--- src/rtl/snake_dir_scheduler_if.sv ---
// Handshake bundle between the PS/2 byte receiver / game engine side and the
// direction scheduler. The scheduler takes the slave view.
interface snake_dir_scheduler_if;
  logic [7:0] scan_code;
  logic       scan_valid;
  logic       game_tick;
  logic [2:0] direction;
  logic       dir_update;
  logic       reset_req;
  logic [2:0] q_count;
  logic       drop;

  modport master (
    output scan_code, scan_valid, game_tick,
    input  direction, dir_update, reset_req, q_count, drop
  );

  modport slave (
    input  scan_code, scan_valid, game_tick,
    output direction, dir_update, reset_req, q_count, drop
  );
endinterface

--- src/rtl/snake_dir_scheduler.sv ---
// Scan-code to direction scheduler for the snake game.
// Decodes make / F0 break / E0 extended byte sequences, filters reversals and
// duplicates against the most recent pending direction, queues accepted turns
// and hands out one turn per game tick.
module snake_dir_scheduler #(
  parameter int unsigned QDEPTH         = 2,
  parameter int unsigned PREFIX_TIMEOUT = 50000,
  parameter int unsigned TW             = 16
) (
  input  logic                  clk,
  input  logic                  rst,
  snake_dir_scheduler_if.slave  sched_if
);

  typedef enum logic [1:0] {
    S_IDLE,
    S_BRK,
    S_EXT,
    S_EXT_BRK
  } state_e;

  localparam logic [2:0] DIR_STOP = 3'b100;

  state_e      state_q, state_d;
  logic [TW-1:0] tmo_q, tmo_d;

  // Storage sized for the largest legal depth so the 2-bit pointers index it
  // exactly; only the first QDEPTH entries are ever used.
  logic [1:0]  mem_q [4];
  logic [1:0]  mem_d [4];
  logic [1:0]  head_q, head_d;
  logic [1:0]  tail_q, tail_d;
  logic [2:0]  count_q, count_d;
  logic [2:0]  dir_q, dir_d;
  logic        upd_q, upd_d;
  logic        rr_q, rr_d;
  logic        drop_q, drop_d;

  logic        cand_v;
  logic [1:0]  cand;
  logic        space;
  logic [1:0]  last_idx;
  logic [2:0]  ref_dir;
  logic        opposite;
  logic        accept;
  logic        full;
  logic        push;
  logic        pop;

  function automatic logic [1:0] ptr_inc(input logic [1:0] p);
    return (p == 2'(QDEPTH - 1)) ? 2'd0 : p + 2'd1;
  endfunction

  // Prefix FSM: byte decoding plus abandonment of stale prefixes.
  always_comb begin
    state_d = state_q;
    tmo_d   = tmo_q;
    cand_v  = 1'b0;
    cand    = 2'b00;
    space   = 1'b0;
    if (sched_if.scan_valid) begin
      tmo_d = '0;
      unique case (state_q)
        S_IDLE: begin
          case (sched_if.scan_code)
            8'hF0: state_d = S_BRK;
            8'hE0: state_d = S_EXT;
            8'h1D: begin cand_v = 1'b1; cand = 2'b11; end
            8'h1C: begin cand_v = 1'b1; cand = 2'b10; end
            8'h1B: begin cand_v = 1'b1; cand = 2'b01; end
            8'h23: begin cand_v = 1'b1; cand = 2'b00; end
            8'h29: space = 1'b1;
            default: ;
          endcase
        end
        S_EXT: begin
          state_d = S_IDLE;
          case (sched_if.scan_code)
            8'hF0: state_d = S_EXT_BRK;
            8'h75: begin cand_v = 1'b1; cand = 2'b11; end
            8'h6B: begin cand_v = 1'b1; cand = 2'b10; end
            8'h72: begin cand_v = 1'b1; cand = 2'b01; end
            8'h74: begin cand_v = 1'b1; cand = 2'b00; end
            default: ;
          endcase
        end
        default: state_d = S_IDLE;
      endcase
    end else if (state_q != S_IDLE) begin
      if (tmo_q == TW'(PREFIX_TIMEOUT - 1)) begin
        state_d = S_IDLE;
        tmo_d   = '0;
      end else begin
        tmo_d = tmo_q + 1'b1;
      end
    end
  end

  // Acceptance filter against the newest pending direction, and queue control.
  always_comb begin
    last_idx = (tail_q == 2'd0) ? 2'(QDEPTH - 1) : tail_q - 2'd1;
    ref_dir  = (count_q != 3'd0) ? {1'b0, mem_q[last_idx]} : dir_q;
    // up(11)/down(01) and left(10)/right(00) differ only in bit 1.
    opposite = !ref_dir[2] && (ref_dir[0] == cand[0]) && (ref_dir[1] != cand[1]);
    accept   = cand_v && !opposite && (ref_dir != {1'b0, cand});
    full     = (count_q == 3'(QDEPTH));
    push     = accept && !full;
    pop      = sched_if.game_tick && (count_q != 3'd0) && !space;

    mem_d   = mem_q;
    head_d  = head_q;
    tail_d  = tail_q;
    count_d = count_q;
    dir_d   = dir_q;
    upd_d   = 1'b0;
    rr_d    = 1'b0;
    drop_d  = 1'b0;

    if (space) begin
      head_d  = 2'd0;
      tail_d  = 2'd0;
      count_d = 3'd0;
      dir_d   = DIR_STOP;
      rr_d    = 1'b1;
    end else begin
      drop_d = accept && full;
      if (push) begin
        mem_d[tail_q] = cand;
        tail_d        = ptr_inc(tail_q);
      end
      if (pop) begin
        dir_d  = {1'b0, mem_q[head_q]};
        upd_d  = 1'b1;
        head_d = ptr_inc(head_q);
      end
      if (push && !pop)      count_d = count_q + 3'd1;
      else if (pop && !push) count_d = count_q - 3'd1;
    end
  end

  // State and output registers.
  always_ff @(posedge clk or posedge rst) begin
    if (rst) begin
      state_q <= S_IDLE;
      tmo_q   <= '0;
      for (int unsigned i = 0; i < 4; i++) mem_q[i] <= '0;
      head_q  <= '0;
      tail_q  <= '0;
      count_q <= '0;
      dir_q   <= DIR_STOP;
      upd_q   <= 1'b0;
      rr_q    <= 1'b0;
      drop_q  <= 1'b0;
    end else begin
      state_q <= state_d;
      tmo_q   <= tmo_d;
      for (int unsigned i = 0; i < 4; i++) mem_q[i] <= mem_d[i];
      head_q  <= head_d;
      tail_q  <= tail_d;
      count_q <= count_d;
      dir_q   <= dir_d;
      upd_q   <= upd_d;
      rr_q    <= rr_d;
      drop_q  <= drop_d;
    end
  end

  assign sched_if.direction  = dir_q;
  assign sched_if.dir_update = upd_q;
  assign sched_if.reset_req  = rr_q;
  assign sched_if.q_count    = count_q;
  assign sched_if.drop       = drop_q;

endmodule

--- src/flat_wrapper.sv ---
// flat-port wrapper written by rule: the top's interface ports become plain ports
module snake_dir_scheduler_flat 
#(
  parameter int unsigned QDEPTH         = 2,
  parameter int unsigned PREFIX_TIMEOUT = 50000,
  parameter int unsigned TW             = 16
)
  (clk, rst, sched_if_scan_code, sched_if_scan_valid, sched_if_game_tick, sched_if_direction, sched_if_dir_update, sched_if_reset_req, sched_if_q_count, sched_if_drop);
  snake_dir_scheduler_if sched_if_i ();
  input  logic clk;
  input  logic rst;
  input wire logic [$bits(sched_if_i.scan_code)-1:0] sched_if_scan_code;
  input wire logic [$bits(sched_if_i.scan_valid)-1:0] sched_if_scan_valid;
  input wire logic [$bits(sched_if_i.game_tick)-1:0] sched_if_game_tick;
  output wire logic [$bits(sched_if_i.direction)-1:0] sched_if_direction;
  output wire logic [$bits(sched_if_i.dir_update)-1:0] sched_if_dir_update;
  output wire logic [$bits(sched_if_i.reset_req)-1:0] sched_if_reset_req;
  output wire logic [$bits(sched_if_i.q_count)-1:0] sched_if_q_count;
  output wire logic [$bits(sched_if_i.drop)-1:0] sched_if_drop;
  assign sched_if_i.scan_code = sched_if_scan_code;
  assign sched_if_i.scan_valid = sched_if_scan_valid;
  assign sched_if_i.game_tick = sched_if_game_tick;
  assign sched_if_direction = sched_if_i.direction;
  assign sched_if_dir_update = sched_if_i.dir_update;
  assign sched_if_reset_req = sched_if_i.reset_req;
  assign sched_if_q_count = sched_if_i.q_count;
  assign sched_if_drop = sched_if_i.drop;
  snake_dir_scheduler #(.QDEPTH(QDEPTH), .PREFIX_TIMEOUT(PREFIX_TIMEOUT), .TW(TW)) u_core (.clk(clk), .rst(rst), .sched_if(sched_if_i));
endmodule
--- config.mk ---
export PLATFORM = sky130hd
export DESIGN_NAME = snake_dir_scheduler_flat
export DESIGN_NICKNAME = d
export VERILOG_FILES = /design/src/rtl/snake_dir_scheduler_if.sv /design/src/rtl/snake_dir_scheduler.sv /design/src/flat_wrapper.sv
export SDC_FILE = /design/constraint.sdc
export NUM_CORES = 1
export LEC_CHECK = 0
export ABC_CLOCK_PERIOD_IN_PS = 3500
export BUFFER_PORTS_ARGS = -buffer_cell sky130_fd_sc_hd__buf_2
export CAP_MARGIN = 20
export CORE_MARGIN = 5
export CORE_UTILIZATION = 55
export CTS_BUF_LIST = sky130_fd_sc_hd__clkbuf_2 sky130_fd_sc_hd__clkbuf_4 sky130_fd_sc_hd__clkbuf_8
export CTS_CLUSTER_SIZE = 16
export DETAILED_ROUTE_END_ITERATION = 8
export GPL_TIMING_DRIVEN = 1
export PLACE_DENSITY_LB_ADDON = 0.1
export SYNTH_ARGS = -nofsm -noshare
export SYNTH_HDL_FRONTEND = slang
export SYNTH_SLANG_ARGS = --single-unit
--- constraint.sdc ---
create_clock -name clk -period 3.5 [get_ports clk]
set_clock_uncertainty 0.15 [all_clocks]
set_input_delay 0.7 -clock clk [delete_from_list [all_inputs] [get_ports clk]]
set_output_delay 0.7 -clock clk [all_outputs]
set_load 0.005 [all_outputs]
# After elaboration in Yosys (flattened, before gate mapping)
# Cells that the tools add are included.
# totals
ff_bits	39
latchBits	0
mem_bits_rw	0
rom_bits	0
inputBits	12
out_inout_bits	9
wordCells	123
n_memories	0
# classes
n_addsub	6
multipliers	0
n_div	0
magnitude_cmp	4
eq_ne	20
shifts	0
mux	46
n_bitwise	4
n_reduce_logical	30
# ops
op	count
$mux W16	3
$mux W2	17
$eq A8 B7 Y1 const B	4
$eq A8 B5 Y1 const B	3
$mux W3	6
$add A16 B1 Y16 const B	1
$eq A16 B16 Y1 const B	1
$eq A8 B6 Y1 const B	2
$eq A8 B8 Y1 const B	2
$pmux W2 S2	3
$pmux W2 S3	2
$logic_and A1 B1 Y1	11
$mux W1	10
$reduce_bool A2 Y1	5
$ge A3 B3 Y1 const B	3
$not A2 Y3	3
$bmux W2 S2	2
$bwmux W8	1
$reduce_or A4 Y1	2
$logic_not A1 Y1	6
$reduce_bool A3 Y1	2
$add A2 B1 Y2 const B	2
$demux W2 S2	1
$eq A2 B1 Y1 const B	2
15 further kinds	16

# Longest topological paths before layout
# Gate-level depths: netlist (run 1).
# logic_depth
ltp_word	19
mapped_depth	12
ltp_nobuf	12

# Worst setup path after synthesis (run 1)
# Ideal clock, no wire load.
# synth_timing
kind	input-to-reg
from	in sched_if_scan_code[3]
to	reg u_core.count_q[2] (netlist: u_core.sched_if.q_count[2])
setup_time_ns	0.133
t_arrival_ns	2.831
required_time_ns	3.217
setup_slack_ns	0.386
stages	12
path_buffers	0
path_cell_list	or3b_4 -> nor3_4 -> a32oi_2 -> nand2_4 -> xnor2_4 -> o21a_4 -> ha_1 -> fa_1 -> xnor2_1 -> nor2_1 -> xnor2_1 -> nor2_1
# synth_between
elab_chain_len	14
elab_cells_between_ends	40
classes_between	eq/ne: 12; mux: 13; reduce/logical: 15
# synth_lines
element	line	source
from (decl)	flat_wrapper.sv:12	input wire logic [$bits(sched_if_i.scan_code)-1:0] sched_if_scan_code;
$eq A8 B7 Y1 or $eq A8 B5 Y1 (tied branches)	snake_dir_scheduler.sv:78, snake_dir_scheduler.sv:65	
$pmux W2 S3, on equally long branches	snake_dir_scheduler.sv:78, snake_dir_scheduler.sv:65	
$pmux W2 S2	snake_dir_scheduler.sv:63	unique case (state_q)
$mux W2	snake_dir_scheduler.sv:61	if (sched_if.scan_valid) begin
$eq A1 B1 Y1	snake_dir_scheduler.sv:104	opposite = !ref_dir[2] && (ref_dir[0] == cand[0]) && (ref_dir[1] != cand[1]);
$logic_and A1 B1 Y1 (2 in series)	snake_dir_scheduler.sv:104	
$logic_not A1 Y1	snake_dir_scheduler.sv:105	accept = cand_v && !opposite && (ref_dir != {1'b0, cand});
$logic_and A1 B1 Y1 (2 in series)	snake_dir_scheduler.sv:105	
$logic_and A1 B1 Y1	snake_dir_scheduler.sv:107	push = accept && !full;
$logic_and A1 B1 Y1 or $logic_not A1 Y1 (tied branches)	snake_dir_scheduler.sv:136, snake_dir_scheduler.sv:137	
$mux W3 or $logic_and A1 B1 Y1 (tied branches)	snake_dir_scheduler.sv:136, snake_dir_scheduler.sv:137	
$mux W3 or $reduce_bool A3 Y1 (tied branches)	n/a	
to (signal assigned)	snake_dir_scheduler.sv:160	count_q <= count_d;
to (decl)	snake_dir_scheduler.sv:33	logic [2:0] count_q, count_d;
# Parallel ways exist; a longest one is shown, timed or not.
# A chain may end at the register's enable or synchronous reset.

# Worst setup path in the final report (run 1)
# Ends and elaborated chain as after synthesis.

==> flow_metrics.tcl, run 1 <==
set metrics [dict create \
    grt_pass1_wl_mm 7.659 \
    syn_nets 231 \
    overflow 0 \
    dpl-instance-area_um2 2380 \
    syn-cell-area_um2 2220 \
    numClockSinks 39 \
    rows 23 \
    cts_resized 0 \
    p_leak_nw 1.196 \
    crit_type "input pin to register" \
    layout.cells.most_common "dfrtp_1" \
    max_cap_viol_count 0 \
    max-slew-margin-rel_pct 64.01 \
    drc 0 \
    start_util_pct 56.30 \
    async_flop_share_pct 100.0 \
    ys.flop_type "dfrtp_1" \
    critPathArrivalTime_ns 3.17 \
    synthCells 216 \
    slowest_delay_ns 0.41 \
    numCtsBuffers 5 \
    insertion_delay_ns 0.29 \
    finalSetupViolCount 0 \
    antenna_found_initial 0 \
    vias 1620 \
    multi_input_comb_area_um2 1187 \
    ys_ff_latch 39 \
    setup_ws_ns 0.3600 \
    cts_root_buf "clkbuf_8" \
    final_cell_count_no_fill 291 \
    crit_path_cell_trace "buf_2 > or3b_4 > nor3_2 > nand3_2 > nand2_4 > xnor2_4 > o21a_4 > ha_1 > fa_1 > xnor2_1 > nor2_1 > xnor2_1 > nor2_1" \
    crit_fanout 6 \
    worstPathRequired_ns 3.53 \
    power_density_nw_per_um2 428.3 \
    drive_gt1_share_pct 21.99 \
    cts_tree "built" \
    period_minus_slack_ns 3.140 \
    dp.final_hpwl_mm 3.160 \
    synth.avg_cell_area_um2 10.28 \
    dieArea_um2 5406 \
    dp.cells 283 \
    dp_slack_ns 0.08260 \
    dieWidth_um 73.53 \
    worst_pin_slew_ns 0.5387 \
    hold_path.class "register to register" \
    ys_seq_area_share_pct 44.02 \
    port_buffers 20 \
    nNetsFinal 255 \
    endpoint_kind "register" \
    rsz0062_at_grt "no" \
    stdcell_area_um2 2492 \
    vias_per_cell 5.567 \
    cts_buffer_depth 2 \
    seq_area_um2 977.2 \
    status "completed" \
    ctsHtreeMaxLevel 2 \
    tns_ns 0 \
    grt_max_degree 40 \
    min_path_cells 1 \
    final_cell_mix "dfrtp_1, nor2_1, buf_2, nand2_1, xor2_1" \
    pin_count 21 \
    worst-path-stages 13 \
    ff2ff_path_depth 12 \
    synth-edff-count 0 \
    drt_iter0_drc 95 \
    holdWs_ns 0.3421 \
    path_clk_slew_ns 0.08 \
    grt_pass1_vias 1698 \
    syn2layout_area_growth_pct 12.29 \
    track_usage_pct 17.90 \
    vdd_drop_max_v 0.0002479 \
    crit_path_top_delay_cell "or3b_4" \
    wl_per_cell_um 14.44 \
    synth_cell_types 55 \
    core_um2 3943 \
    startpoint_type "input pin" \
    nFillCells 335 \
    reg2reg_slack_ns 0.43 \
    final-max-slew-violation-count 0 \
    drt-total-wl_mm 4.202 \
    cp_top_family "simple AND/OR/NAND/NOR gates" \
    hold_viol 0 \
    post_cts_buffers 0 \
    critical_path_buf_inv_count 1 \
    gp_congestion 0.8671 \
    fp.dieH_um 73.53 \
    p_total_mw 1.068 \
    fin_crit_sh_pct 89.71 \
    ant_nets 0 \
    fin_util_pct 63.22 \
    clock.fmax_ghz 0.3185 \
    ys_warn_count 0 \
    drt_first_pass_iters 4 \
    ctsHoldBuffers 0 \
    n_antenna_cell 0 \
]
## layer usage
| layer | share of wire (%) | vias up | global-route usage, % |
|---|---|---|---|
| met1 | 47 | 785 | 23.43 |
| met4 | 1.4 | 0 | 7.042 |
| met2 | 47 | 29 | 29.13 |
| li1 | - | 799 | - |
| met3 | 3.7 | 7 | 3.420 |
| met5 | 0 | - | 0 |
## Yosys cell counts, drive strengths merged, types with 2 or more instances
master,instances,area [um^2]
o21ai,8,40.03
dfrtp,38,950.9
nand4,3,18.77
nor3,7,51.30
clkbuf,4,15.01
a21o,2,15.01
or3,5,31.28
mux4,2,45.04
ha,2,25.02
buf,2,10.01
or3b,2,20.02
nor2,31,118.9
and2b,2,17.52
nand2,15,63.81
xor2,9,78.83
xnor2,8,88.84
nand2b,4,25.02
nor4b,2,17.52
inv,8,30.03
and3,6,42.54
mux2,8,90.09
mux2i,4,40.04
and2,4,25.02
a211oi,2,20.02
nand3b,2,15.01
o2111ai,3,45.04
a21oi,7,38.79
nand3,9,55.05
nor2b,3,18.77
## path summary, 6_finish.rpt
kind | start | end
max in group asynchronous | rst | u_core.sched_if.direction[2]
max reg2reg | u_core.state_q[0] | u_core.sched_if.q_count[2]
max | sched_if_scan_code[3] | u_core.sched_if.q_count[2]
min reg2reg | u_core.mem_q[5] | u_core.mem_q[5]
min in group asynchronous | rst | u_core.tmo_q[12]
min | u_core.mem_q[5] | u_core.mem_q[5]
## layout make-up
| type | instances | area share (%) |
|---|---|---|
| clock inverter | 3 | 1.757 |
| sequential | 39 | 39.21 |
| tap | 50 | 2.510 |
| timing repair buffer | 23 | 4.920 |
| multi-input combinational | 163 | 47.64 |
| inverter | 8 | 1.205 |
| clock buffer | 5 | 2.761 |
## registers in the layout, indices dropped and copies added, names as in the netlist, 2 cells and up
name and cells:
u_core.tmo_q 16, u_core.mem_q 8, u_core.sched_if.direction 3, u_core.sched_if.q_count 3, u_core.head_q 2, u_core.state_q 2
u_core.tail_q 2
## where the power goes
| part | leakage [nW] | internal, mW | total (mW) | switching (mW) |
|---|---|---|---|---|
| Combinational | 0.612 | 0.0848 | 0.187 | 0.102 |
| Sequential | 0.526 | 0.480 | 0.511 | 0.0311 |
| Clock | 0.0581 | 0.212 | 0.370 | 0.158 |
## logic make-up after synthesis
family,share of synthesized area [%]
AOI/OAI and AO/OA,10.26
and+or+nand+nor,25.76
muxes,7.892
adders and majority gates,2.029
buffers and inverters,2.480
DFF,44.02
xor gates and xnor gates,7.554
Power figures use the tool's default switching activity.
==> inputs of run 2 (changes only) <==
- ABC_AREA: not set -> 1
==> run 2 against run 1 <==
Against the previous run:
- cell count grew 38%
- fmax up 8.0%
- non-clock buffer count down 2
- sequential share of layout area down 1.8 points
- critical path depth is 5 higher
- largest power group unchanged
- highest routed layer unchanged
==> flow_metrics.tcl, run 2 <==
set metrics [dict create \
    final-max-slew-violation-count 0 \
    setup_ws_ns 0.5933 \
    yosysTopAreaCellShare_pct 41.15 \
    worstPathRequired_ns 3.56 \
    drt_iter0_drc 113 \
    dpl-instance-area_um2 2476 \
    fin_crit_sh_pct 83.05 \
    yosys-top-cells-count "nand2_1, inv_1, nor2_1, dfrtp_1, nand3_1" \
    synthXorXnorAreaFrac_pct 1.895 \
    vias_per_cell 5.266 \
    reg.largest.list "u_core.tmo_q: 16 flops, u_core.mem_q: 8 flops" \
    drive_gt1_share_pct 12.78 \
    core_um2 4029 \
    dieWidth_um 74.82 \
    ant_nets 0 \
    p_total_mw 1.358 \
    startpoint_type "input pin" \
    rsz0062_at_grt "no" \
    dieArea_um2 5598 \
    period_minus_slack_ns 2.907 \
    power_density_nw_per_um2 519.7 \
    crit_path_cell_trace "buf_2 > inv_1 > nor2_1 > nand2_1 > nand2_1 > nand2_1 > nand2_1 > nand2_2 > nand2_1 > nand3_2 > nand3_2 > inv_2 > ha_1 > fa_1 > xnor2_1 > o21bai_1 > a21oi_1 > a211oi_1" \
    final_cell_mix "nand2_1, nor2_1, inv_1, dfrtp_1" \
    ys_warn_count 0 \
    fin_util_pct 64.84 \
    n_antenna_cell 0 \
    ys.flop_type "dfrtp_1" \
    max_cap_viol_count 0 \
    synth.avg_cell_area_um2 7.133 \
    synth_cell_types 30 \
    gp_congestion 0.8875 \
    cts_root_buf "clkbuf_8" \
    synth-adder-area-share_pct 1.949 \
    path_clk_slew_ns 0.08 \
    crit_fanout 7 \
    synth_top_family_by_area "simple AND/OR/NAND/NOR gates" \
    ys_ff_latch 39 \
    grt_pass1_wl_mm 8.604 \
    tns_ns 0 \
    synth-simple-area-share_pct 34.43 \
    largest_reg_flops 16 \
    path_common_cell "nand2_1" \
    crit_type "input pin to register" \
    ctsHoldBuffers 0 \
    wl_per_cell_um 11.75 \
    synth_compound_area_share_pct 10.77 \
    slowest_delay_ns 0.39 \
    overflow 0 \
    syn-cell-area_um2 2311 \
    numCtsBuffers 5 \
    track_usage_pct 19.65 \
    endpoint_kind "register" \
    hold_viol 0 \
    worst_pin_slew_ns 0.4672 \
    cts_resized 0 \
    synth.area.top_cells "dfrtp_1, nand2_1, inv_1" \
    dp_slack_ns 0.3113 \
    nNetsFinal 366 \
    critPathArrivalTime_ns 2.96 \
    cts_buffer_depth 2 \
    fp.dieH_um 74.82 \
    syn_nets 339 \
    max-slew-margin-rel_pct 68.85 \
    stdcell_area_um2 2613 \
    drt-total-wl_mm 4.724 \
    pin_count 21 \
    finalSetupViolCount 0 \
    status "completed" \
    top_register "u_core.tmo_q" \
    syn2layout_area_growth_pct 13.05 \
    drc 0 \
    synth_most_common_cell "nand2_1" \
    antenna_found_initial 0 \
    grt_pass1_vias 2021 \
    rows 23 \
    vdd_drop_max_v 0.0002440 \
    synth-edff-count 0 \
    start_util_pct 57.36 \
    insertion_delay_ns 0.29 \
    async_flop_share_pct 100.0 \
    ctsHtreeMaxLevel 2 \
    synthCells 324 \
    post_cts_buffers 0 \
    cts_tree "built" \
    grt_max_degree 40 \
    clock.fmax_ghz 0.3440 \
    numClockSinks 39 \
    port_buffers 20 \
    crit_path_top_delay_cell "fa_1" \
    ys_seq_area_share_pct 42.28 \
    synth_top_area_cell "dfrtp_1" \
    layout.cells.most_common "nand2_1" \
    drt_first_pass_iters 6 \
    hold_path.class "register to register" \
    yosys-mux-area-fraction_pct 0 \
    dp.final_hpwl_mm 3.667 \
    p_leak_nw 1.292 \
    vias 2117 \
]
## run 2: per-stage QoR
stage | instances | hold WS (ns)
floorplan | 324 | 0.2939
detailed placement | 394 | 0.3218
global placement | 394 | 0.3196
CTS | 402 | 0.3403
global route | 402 | 0.3735
finish | 402 | 0.3342
## run 2: final timing paths
kind | from | endpoint | slack, ns | cells past startpoint
hold / removal | u_core.sched_if.direction[2] | u_core.sched_if.direction[2] | 0.33 | 2
setup reg to reg | u_core.state_q[0] | u_core.sched_if.q_count[2] | 0.74 | 16
min in group asynchronous | rst | u_core.sched_if.q_count[1] | 0.35 | 3
max in group asynchronous | rst | u_core.sched_if.direction[2] | 2.50 | 3
setup / recovery | sched_if_scan_code[0] | u_core.sched_if.q_count[2] | 0.59 | 18
hold reg to reg | u_core.sched_if.direction[2] | u_core.sched_if.direction[2] | 0.33 | 2
## run 2: area by class of cell
type                            instances  area, um^2
Clock inverter                          2       60.06
Tap cell                               50       62.56
Fill cell                             384        1416
Inverter                               52       195.2
Sequential cell                        39       977.2
Multi-Input combinational cell        232        1134
Clock buffer                            6       76.32
Timing Repair Buffer                   21       107.6
## run 2: where the power goes
part | internal [mW] | switching (mW) | total, mW | leakage (nW)
registers | 0.506 | 0.0490 | 0.555 | 0.516
logic | 0.127 | 0.228 | 0.354 | 0.707
clock network | 0.293 | 0.156 | 0.449 | 0.0688
## run 2: logic make-up after synthesis
logic type | after synthesis
flops | 39
compound gates | 42
simple gates | 182
buf+inv | 53
xor+xnor | 5
fa+ha+maj | 3
## run 2: worst max-delay path, delay by kind of cell
kind	cells	cell delay (ns)
and+or+nand+nor	9	0.91
adders and majority gates	2	0.61
AOI/OAI and AO/OA	3	0.33
xor gates and xnor gates	1	0.15
buffers and inverters	3	0.25
## run 2: metal layers
| metal | track usage, % | vias up | share of wire, % |
|---|---|---|---|
| li1 | - | 1096 | - |
| met1 | 26.38 | 973 | 49 |
| met2 | 31.53 | 41 | 44 |
| met3 | 4.806 | 7 | 4.8 |
| met4 | 5.929 | 0 | 1.4 |
| met5 | 0 | - | 0 |
==> inputs of run 3 (changes only) <==
- ABC_CLOCK_PERIOD_IN_PS: 3500 -> 2400
- clock period: 3.5 -> 2.4 ns (I/O delays scaled with it)
==> run 3 against run 2 <==
Against the previous run:
- the flow now finishes with violations (setup timing)
- routed wire length increased by 11%
- global-route usage increased by 1.0 points
- hold slack got worse by 0.18 ns
- first-iteration DRC count increased by 7.1%
- combinational power increased by 100%
- die area unchanged
- total power increased by 44%
- via count increased by 7.0%
- critical path type is now register to register
- critical endpoint unchanged
==> flow_metrics.tcl, run 3 (synthesized netlist as in run 2, its figures left out) <==
set metrics [dict create \
    cts_buffer_depth 2 \
    nNetsFinal 398 \
    final_cell_mix "nand2_1, nor2_1, inv_1, dfrtp_1, buf_4" \
    rsz0062_at_grt "yes" \
    status "complete, but fails checks" \
    numClockSinks 39 \
    fin_crit_sh_pct 102.2 \
    path_clk_slew_ns 0.07 \
    clkPwrFrac_pct 22.5 \
    nFillCells 334 \
    insertion_delay_ns 0.29 \
    period_minus_slack_ns 2.453 \
    antenna_found_initial 0 \
    slowest_delay_ns 0.40 \
    top_register "u_core.tmo_q" \
    start_util_pct 57.36 \
    vias 2266 \
    drc 0 \
    drt_iter0_drc 121 \
    gp_congestion 0.8526 \
    n_antenna_cell 0 \
    violations "setup timing" \
    seq_area_um2 978.4 \
    reg.largest.list "u_core.tmo_q: 16 flops, u_core.mem_q: 8 flops" \
    wl_met2_mm 2.482 \
    p_total_mw 1.953 \
    grt_pass1_vias 2044 \
    track_usage_pct 20.66 \
    worst_pin_slew_ns 0.4886 \
    power_frac_seq_pct 41.2 \
    fp.dieH_um 74.82 \
    clock.fmax_ghz 0.4076 \
    crit_fanout 2 \
    dieWidth_um 74.82 \
    overflow 0 \
    cts_root_buf "clkbuf_8" \
    rows 23 \
    worstPathRequired_ns 2.45 \
    hold_path.class "input pin to async pin" \
    vias_per_cell 5.221 \
    drt-total-wl_mm 5.240 \
    p_sw_mw 0.6811 \
    ctsHtreeMaxLevel 2 \
    stdcell_area_um2 2912 \
    vdd_drop_max_v 0.0003631 \
    critical_path_buf_inv_count 2 \
    layout.cells.most_common "nand2_1" \
    numCtsBuffers 5 \
    port_buffers 20 \
    dp.final_hpwl_mm 3.939 \
    dieArea_um2 5598 \
    p_leak_nw 1.432 \
    pin_count 21 \
    path_common_cell "nand2_2" \
    cts_tree "built" \
    drive_gt1_share_pct 27.60 \
    combPwrFrac_pct 36.3 \
    grt_pass1_wl_mm 8.887 \
    max_cap_viol_count 0 \
    power_density_nw_per_um2 670.8 \
    grt_max_degree 40 \
    p_int_mw 1.272 \
    drt_first_pass_iters 4 \
    dpl-instance-area_um2 2701 \
    startpoint_type "register" \
    netSwitchingFraction_pct 34.87 \
    multi_input_comb_area_um2 1222 \
    core_um2 4029 \
    hold_viol 0 \
    highest_layer "met4" \
    wl_per_cell_um 12.07 \
    crit_path_cell_trace "inv_2 > nand2_4 > nor2_4 > nand2_1 > nand2_2 > nand2_2 > nand2_2 > nand3_2 > nand3_2 > inv_2 > ha_4 > fa_2 > xnor2_2 > o21bai_1 > a21oi_1 > a211oi_1" \
    critPathArrivalTime_ns 2.50 \
    ant_nets 0 \
    finalSetupViolCount 1 \
    largest_reg_flops 16 \
    setup_ws_ns -0.05323 \
    max-slew-margin-rel_pct 67.42 \
    wl_met1_mm 2.432 \
    ctsHoldBuffers 0 \
    crit_path_top_delay_cell "dfrtp_1" \
    cp_top_family "simple AND/OR/NAND/NOR gates" \
    syn2layout_area_growth_pct 25.99 \
    tns_ns -0.05323 \
    crit_type "register to register" \
    endpoint_kind "register" \
    final-max-slew-violation-count 0 \
    wl_met3_um 239 \
]
## run 3: cell types whose count changed in the layout (fill, tap and decap cells not counted), sizes merged
cell and change:
clkbuf +2, buf +31, bufinv -2, clkinv +1
## run 3: path summary, 6_finish.rpt
check                                   from                          to  slack (ns)  depth (start not counted)
setup / recovery           u_core.state_q[1]  u_core.sched_if.q_count[2]       -0.05                         16
hold / removal                           rst            u_core.tmo_q[11]        0.15                          3
setup reg to reg           u_core.state_q[1]  u_core.sched_if.q_count[2]       -0.05                         16
hold reg to reg              u_core.mem_q[3]             u_core.mem_q[3]        0.34                          2
max in group asynchronous                rst            u_core.tail_q[0]        1.59                          3
min in group clk             u_core.mem_q[3]             u_core.mem_q[3]        0.34                          2
## run 3: per-stage QoR
step,cells,utilization [%],setup WS [ns],hold WS [ns]
global route,434,72.27,-0.1908,0.1873
detailed placement,420,67.05,-0.2470,0.3189
CTS,428,69.32,0.0006062,0.1581
global placement,420,67.05,-0.1824,0.3171
floorplan,324,-,-0.05486,0.2940
finish,434,72.27,-0.05323,0.1518
## run 3: worst min-delay path, delay by kind of cell
family                 cells  cell delay, ns
buffers and inverters      3            0.55
## run 3: power groups by stage
stage | clock, mW | sequential [mW] | combinational, mW
finish | 0.440 | 0.804 | 0.709
global route | 0.488 | 0.813 | 0.802
CTS | 0.455 | 0.798 | 0.640
detailed placement | 0 | 0.809 | 0.636
global placement | 0 | 0.807 | 0.618
floorplan | 0 | 0.812 | 0.382
## run 3: routing by layer
| metal | track usage, % | vias up |
|---|---|---|
| li1 | - | 1166 |
| met1 | 27.91 | 1041 |
| met2 | 33.37 | 51 |
| met3 | 4.539 | 8 |
| met4 | 6.126 | 0 |
| met5 | 0 | - |
## run 3: layout make-up
| cell class | count | share of cell area (%) |
|---|---|---|
| repair buffers | 53 | 12.33 |
| well taps | 50 | 2.149 |
| flip-flops and latches | 39 | 33.61 |
| clock buffers | 7 | 2.879 |
| multi-input cells | 232 | 41.99 |
| inverters | 52 | 6.876 |
| clock inverters | 1 | 0.1719 |
## run 3: repair_timing
item	4_1_cts	5_1_grt
buffers inserted	0	6
setup endpoints to repair	1	2
gates resized for setup	2	27
pin swaps	0	15
